===== config.mk =====
export PLATFORM = sky130hd
export DESIGN_NAME = uart_prog_loader
export DESIGN_NICKNAME = d
export VERILOG_FILES = /design/src/rtl/uart_prog_loader.sv
export SDC_FILE = /design/constraint.sdc
export NUM_CORES = 1
export LEC_CHECK = 0
export BUFFER_PORTS_ARGS = -buffer_cell sky130_fd_sc_hd__buf_2
export CELL_PAD_IN_SITES_DETAIL_PLACEMENT = 1
export CELL_PAD_IN_SITES_GLOBAL_PLACEMENT = 1
export CORE_UTILIZATION = 45
export DETAILED_ROUTE_END_ITERATION = 10
export GPL_ROUTABILITY_DRIVEN = 0
export GPL_TIMING_DRIVEN = 1
export PLACE_DENSITY = 0.88
export SYNTH_ARGS = -nofsm -noshare
export SYNTH_HDL_FRONTEND = slang
export SYNTH_SLANG_ARGS = --single-unit

===== constraint.sdc =====
create_clock -name clk_i -period 3 [get_ports clk_i]
set_clock_uncertainty 0.2 [all_clocks]
set_input_delay 0.3 -clock clk_i [delete_from_list [all_inputs] [get_ports clk_i]]
set_output_delay 0.3 -clock clk_i [all_outputs]
set_load 0.01 [all_outputs]

===== src/rtl/uart_prog_loader.sv =====
`timescale 1ns/1ps
// UART 8N1 receiver that assembles MSB-first 32-bit words and streams
// them into instruction memory until the terminator word arrives.
module uart_prog_loader #(
    parameter int          CLKS_PER_BIT = 86,
    parameter int          ADDR_W       = 14,
    parameter logic [31:0] TERM_WORD    = 32'h00000FFF
) (
    input  logic              clk_i,
    input  logic              rst_i,
    input  logic              rx_i,
    input  logic              en_i,
    output logic              ready_o,
    output logic              we_o,
    output logic [ADDR_W-1:0] addr_o,
    output logic [31:0]       wdata_o,
    output logic              done_o,
    output logic              frame_err_o,
    output logic              ovf_o
);

    localparam int CW = $clog2(CLKS_PER_BIT);
    localparam logic [CW-1:0] FULL = CW'(CLKS_PER_BIT - 1);
    localparam logic [CW-1:0] HALF = CW'(CLKS_PER_BIT / 2 - 1);

    typedef enum logic [2:0] {
        IDLE, START, DATA, STOP, WAIT_HIGH
    } state_t;

    state_t            state, state_nxt;
    logic              rx_m, rx_s;
    logic [CW-1:0]     clk_cnt;
    logic [2:0]        bit_idx;
    logic [7:0]        shift;
    logic [1:0]        byte_idx;
    logic [23:0]       word;
    logic [ADDR_W-1:0] addr;
    logic              cnt_clr, bit_take, byte_ok, byte_bad;
    logic [31:0]       full_word;

    // the three earlier bytes sit in word; the fourth is still in shift
    assign full_word = {word, shift};
    assign ready_o   = en_i & (state == IDLE) & ~done_o;

    always_comb begin
        state_nxt = state;
        cnt_clr   = 1'b0;
        bit_take  = 1'b0;
        byte_ok   = 1'b0;
        byte_bad  = 1'b0;
        case (state)
            IDLE: begin
                if (!rx_s && en_i && !done_o) begin
                    cnt_clr   = 1'b1;
                    state_nxt = START;
                end
            end
            START: begin
                if (clk_cnt == HALF) begin
                    cnt_clr   = 1'b1;
                    state_nxt = rx_s ? IDLE : DATA;
                end
            end
            DATA: begin
                if (clk_cnt == FULL) begin
                    cnt_clr  = 1'b1;
                    bit_take = 1'b1;
                    if (bit_idx == 3'd7) state_nxt = STOP;
                end
            end
            STOP: begin
                if (clk_cnt == FULL) begin
                    cnt_clr = 1'b1;
                    if (rx_s) begin
                        byte_ok   = 1'b1;
                        state_nxt = IDLE;
                    end else begin
                        byte_bad  = 1'b1;
                        state_nxt = WAIT_HIGH;
                    end
                end
            end
            WAIT_HIGH: begin
                if (rx_s) state_nxt = IDLE;
            end
            default: state_nxt = IDLE;
        endcase
    end

    always_ff @(posedge clk_i) begin
        if (rst_i) begin
            rx_m        <= 1'b1;
            rx_s        <= 1'b1;
            state       <= IDLE;
            clk_cnt     <= '0;
            bit_idx     <= '0;
            shift       <= '0;
            byte_idx    <= '0;
            word        <= '0;
            addr        <= '0;
            we_o        <= 1'b0;
            addr_o      <= '0;
            wdata_o     <= '0;
            done_o      <= 1'b0;
            frame_err_o <= 1'b0;
            ovf_o       <= 1'b0;
        end else begin
            rx_m    <= rx_i;
            rx_s    <= rx_m;
            state   <= state_nxt;
            clk_cnt <= cnt_clr ? '0 : clk_cnt + 1'b1;
            we_o    <= 1'b0;
            if (state == START) bit_idx <= '0;
            if (bit_take) begin
                shift[bit_idx] <= rx_s;
                bit_idx        <= bit_idx + 3'd1;
            end
            if (byte_bad) frame_err_o <= 1'b1;
            if (byte_ok && !done_o) begin
                byte_idx <= byte_idx + 2'd1;
                word     <= {word[15:0], shift};
                if (byte_idx == 2'd3) begin
                    if (full_word == TERM_WORD) begin
                        done_o <= 1'b1;
                    end else begin
                        we_o    <= 1'b1;
                        wdata_o <= full_word;
                        addr_o  <= addr;
                        addr    <= addr + 1'b1;
                        // last slot filled: memory full
                        if (addr == '1) begin
                            ovf_o  <= 1'b1;
                            done_o <= 1'b1;
                        end
                    end
                end
            end
        end
    end

endmodule


# Word level (Yosys, flattened, before mapping)
# Cells that the tools add are included.
totals:
  latch_bits: 0
  mem_count: 0
  mem_bits_ro: 0
  ramBits: 0
  ff_bits: 113
  wordCells: 87
  output_inout_bits: 51
classes:
  n_addsub: 4
  div_mod_pow: 0
  reduce_logical: 16
  n_mul: 0
  order_cmp: 2
  shifts: 0
  bitwise_logic: 6
  mux: 28
  eq_ne: 16
op_table:
  columns: ["op", "count"]
  rows:
  - ["$eq A32 B12 Y1 const B", 1]
  - ["$mux W3", 9]
  - ["$pmux W3 S5", 1]
  - ["$add A14 B1 Y14 const B", 1]
  - ["$eq A14 B14 Y1 const B", 1]
  - ["$mux W1", 14]
  - ["$ne A2 B2 Y1 const B", 5]
  - ["$bwmux W8", 1]
  - ["$add A7 B1 Y7 const B", 1]
  - ["$eq A7 B6 Y1 const B", 1]
  - ["$eq A7 B7 Y1 const B", 1]
  - ["$eq A3 B2 Y1 const B", 2]
  - ["$eq A3 B3 Y1 const B", 2]
  - ["$reduce_and A3 Y1", 2]
  - ["$reduce_and A6 Y1", 1]
  - ["$logic_and A1 B1 Y1", 4]
  - ["$lt A3 B4 Y1 const B", 1]
  - ["$not A1 Y1", 4]
  - ["$reduce_and A4 Y1", 1]
  - ["$reduce_bool A2 Y1", 2]
  - ["$reduce_or A2 Y1", 2]
  - ["$add A3 B1 Y3 const B", 1]
  - ["$demux W1 S3", 1]
  - ["$eq A3 B1 Y1 const B", 1]
  - ["10 further kinds", 12]

# Logic depth before layout (Yosys ltp)
logic_depth:
  depth_word: 6
  ltp_mapped: 11

# Worst setup path after synthesis
# No wires, ideal clock.
synth_timing:
  kind: "register -> register"
  from: "register clk_cnt[1]"
  to: "register addr_o[10]"
  arrival_ns: 1.838
  period_less_slack_ns: 2.166
  stages_incl_launch_ff: 12
  setup_time_ns: 0.128
  path_buffers: 4
  path_slack_ns: 0.834
  path_cell_list: "dfxtp_1 inv_1 ha_1 and4b_1 buf_4 and4_1 buf_4 o21ai_4 buf_4 buf_6 mux2i_1 nor2_1"
synth_between:
  elab_chain_len: 5
synth_rtl:
  columns: ["item", "line", "text"]
  rows:
  - ["start, declared", "32", "logic [CW-1:0] clk_cnt;"]
  - ["start signal, assigned", "111", "clk_cnt <= cnt_clr ? '0 : clk_cnt + 1'b1;"]
  - ["$eq A7 B7 Y1", "72", "if (clk_cnt == FULL) begin"]
  - ["$mux W1", "72", null]
  - ["$mux W1", "51", "case (state)"]
  - ["$logic_and A1 B1 Y1", "119", "if (byte_ok && !done_o) begin"]
  - ["$reduce_and A3 Y1 (no source line)", null, null]
  - ["end signal, assigned", "128", "addr_o <= addr;"]
  - ["end, declared", "15", "output logic [ADDR_W-1:0] addr_o,"]
# No other way between the ends.
# A chain may end at the register's enable or synchronous reset.

# Final worst setup path
layout_timing:
  from: "register word[0]"
  to: "register addr_o[13]"
layout_between:
  elab_chain_len: 3
layout_rtl:
  columns: ["item", "line", "text"]
  rows:
  - ["start, declared", "36", "logic [23:0] word;"]
  - ["start signal, assigned", "121", "word <= {word[15:0], shift};"]
  - ["$eq A32 B12 Y1", "123", "if (full_word == TERM_WORD) begin"]
  - ["$not A1 Y1 (no source line)", null, null]
  - ["$reduce_and A3 Y1 (no source line)", null, null]
# No other way between the ends.

==> qor.txt <==
Total power = 3.58 mW
Main synth FF type = dfxtp_1
Final Util = 56.4%
CTS clk-pin slew, worst paths = 0.05 ns
Synth cell types = 44
Initial core utilization = 46.3%
Clock buffer depth = 2
FMAX = 0.351 GHz
Die width = 102 microns
CP Max Fanout = 13
CTS tree = yes
Critical path cell sequence = nor4bb_1 -> nand4_1 -> o21ai_4 -> buf_4 -> mux2i_1 -> nor2_1
Ant. Diodes = 0
Final hold vios = 0
Pre-CTS setup slack = 0.167 ns
PD cells = 648 mW/mm^2
GR Util All Layers = 25.5%
Post-route clock period utilization = 95.1%
Detailed placement HPWL = 7.66 mm
Placed cell area = 0.00490 sq mm
Post-placement cell count = 619
Design area = 0.00552 sq mm
Outcome = completed
Pins Over Slew Limit = 0
Highest routed layer = met4
Final setup violating endpoints = 0
VDD IR-drop max = 0.321 mV
Total CTS buffers = 17
Synth Cell Area = 0.00453 sq mm
Slew headroom = 52.5%
Worst setup margin = 0.148 ns
Syn Area/Cell = 10.0 sq um
Hold slack = 0.118 ns
Yosys Warn Count = 0
First-pass GRT wire length = 19.5 mm
Seq cells post-synth = 113
DRC = 0
Setup TNS = 0 ns
Worst hold path class = input port to flip-flop
Startpoint Class = flip-flop
RSZ-0062 raised after global routing = false
Number of port buffers = 54
Synth Net Count = 464
Die H = 102 microns
Area delta synth->final = 21.8%
Tmin final = 2.85 ns
Req. time, crit path = 3.18 ns
Worst skew pair latency = 0.53 ns
Worst-margin pin slew = 0.713 ns
Wl on met1 = 5.11 mm
Setup CP Type = flip-flop to flip-flop
Die Footprint = 0.0105 sq mm
DR vias = 3607
CP Capture Type = flip-flop
1st-pass router iterations = 4
Gate Count Post-Synth = 453
CTS Sinks = 113
Critical path arrival = 3.03 ns
Htree depth = 4
Share of synthesized area occupied by flip-flops and latches = 50.0%
Share of cells above drive strength 1 = 19.0%
Largest net degree at the start of global routing = 71
Via count of the first global-routing pass = 3794
Maxcap violations = 0
Post-CTS Setup Bufs = 0
Site row count = 36
Routed met2 length = 6.40 mm
Iteration-0 DRC Markers = 116
Critical Path Max Stage Delay = 0.66 ns
Final wirelength = 12.3 mm
Routed WL per cell = 18.9 microns
Net total in the final layout = 518
WL met3 = 408 microns
Worst path slowest cell = o21ai_4
Placeable Area = 0.00977 sq mm
PostCTS Resize Cnt = 0
Vias per inst = 5.52
Static Leak = 2.50 nW
Post-synth EDFFs = 0
Antenna Nets Post-Route = 0
Finished Layout Cells = 653
Fill count = 1102
Post-synth ARST share = 0%
Total gr overflow = 0
Clock root buffer = clkbuf_8
IO Count = 55
Number of antenna violations at the first check in global routing = 0
Yosys cell counts, types with 6 or more instances:
cell        n  share of area (%)
xnor2_1     6                1.2
o21ai_0     7               0.77
mux2i_1    82                 18
ha_1        7                1.9
or3_1       7               0.97
a21oi_1    12                1.3
buf_4       6               0.99
nand4_1     6               0.83
nor2_1    100                8.3
clkbuf_1   15                1.2
inv_1       8               0.66
nand3_1     7               0.77
dfxtp_1   113                 50
registers in the layout (all words and copies together) (netlist names):
| name | flops |
|---|---|
| rx_m | 1 |
| we_o | 1 |
| addr | 14 |
| wdata_o | 32 |
| rx_s | 1 |
| word | 24 |
| frame_err_o | 1 |
| shift | 8 |
| ovf_o | 1 |
| byte_idx | 2 |
| addr_o | 14 |
| state | 3 |
| bit_idx | 3 |
| done_o | 1 |
| clk_cnt | 7 |
per-layer routing:
layer,global-route usage [%],up-vias
met5,0,-
met4,13.7,0
met3,7.66,35
met2,44.9,95
met1,27.3,1777
li1,-,1700
cell usage in the layout (no fill, tap or decap), types with 5 or more instances in the layout:
cell type    n
dfxtp_1    113
nor2_1     100
mux2i_1     82
buf_2       54
clkbuf_16   16
a21oi_1     12
inv_1        8
nand3_1      7
o21ai_0      7
or3_1        7
ha_1         7
nand4_1      6
xnor2_1      6
nor3b_1      5
nand2_1      5
area by class of cell:
cell class / count / area [sq um] / share of cell area [%]
flip-flops and latches: 113 / 2260 / 41.0
multi-input cells: 306 / 2100 / 38.1
clock buffers: 22 / 463 / 8.39
repair buffers: 61 / 363 / 6.58
well taps: 133 / 166 / 3.02
clock inverters: 10 / 133 / 2.40
inverters: 8 / 30.0 / 0.544
timing repair:
| action | CTS | global route |
|---|---|---|
| hold buffers | 1 | 0 |
| setup endpoints to repair | 0 | 24 |
| hold endpoints to repair | 1 | 0 |
report_power, final:
group	internal [mW]	switching, mW	total [mW]
clock network	1.32	0.690	2.01
logic	0.0156	0.0346	0.0502
registers	1.51	0.00623	1.51
total	2.85	0.731	3.58
final timing paths:
path | end | cells after the start | slack, ns | startpoint
worst min-delay path | ovf_o$_SDFFE_PP0P_ | 2 | 0.12 | rst_i
worst max register to register | addr_o[13]$_SDFFE_PP0P_ | 6 | 0.15 | word[0]$_SDFFE_PP0N_
worst max-delay path | addr_o[13]$_SDFFE_PP0P_ | 6 | 0.15 | word[0]$_SDFFE_PP0N_
worst min register to register | rx_s$_SDFF_PP1_ | 1 | 0.23 | rx_m$_SDFF_PP1_
worst max-delay path: cells and delay by family, from the launching register on:
kind / cells / cell delay (ns)
mux: 1 / 0.24
buf+inv: 1 / 0.32
simple gates: 3 / 0.85
compound gates: 1 / 0.66
flops: 1 / 0.42
cell families (layout without fill, tap and decap cells):
kind of cell / count (synthesis) / in the layout / synth area share [%]
flip-flops: 113 / 113 / 50.0
adder cells (fa/ha/maj): 7 / 7 / 1.93
AND/OR/NAND/NOR: 171 / 171 / 18.8
multiplexers: 82 / 82 / 18.1
AO/OA/AOI/OAI: 36 / 37 / 5.42
XOR/XNOR: 9 / 9 / 1.74
buffers and inverters: 35 / 101 / 3.98
No activity file was read; power rests on OpenSTA's default activity.
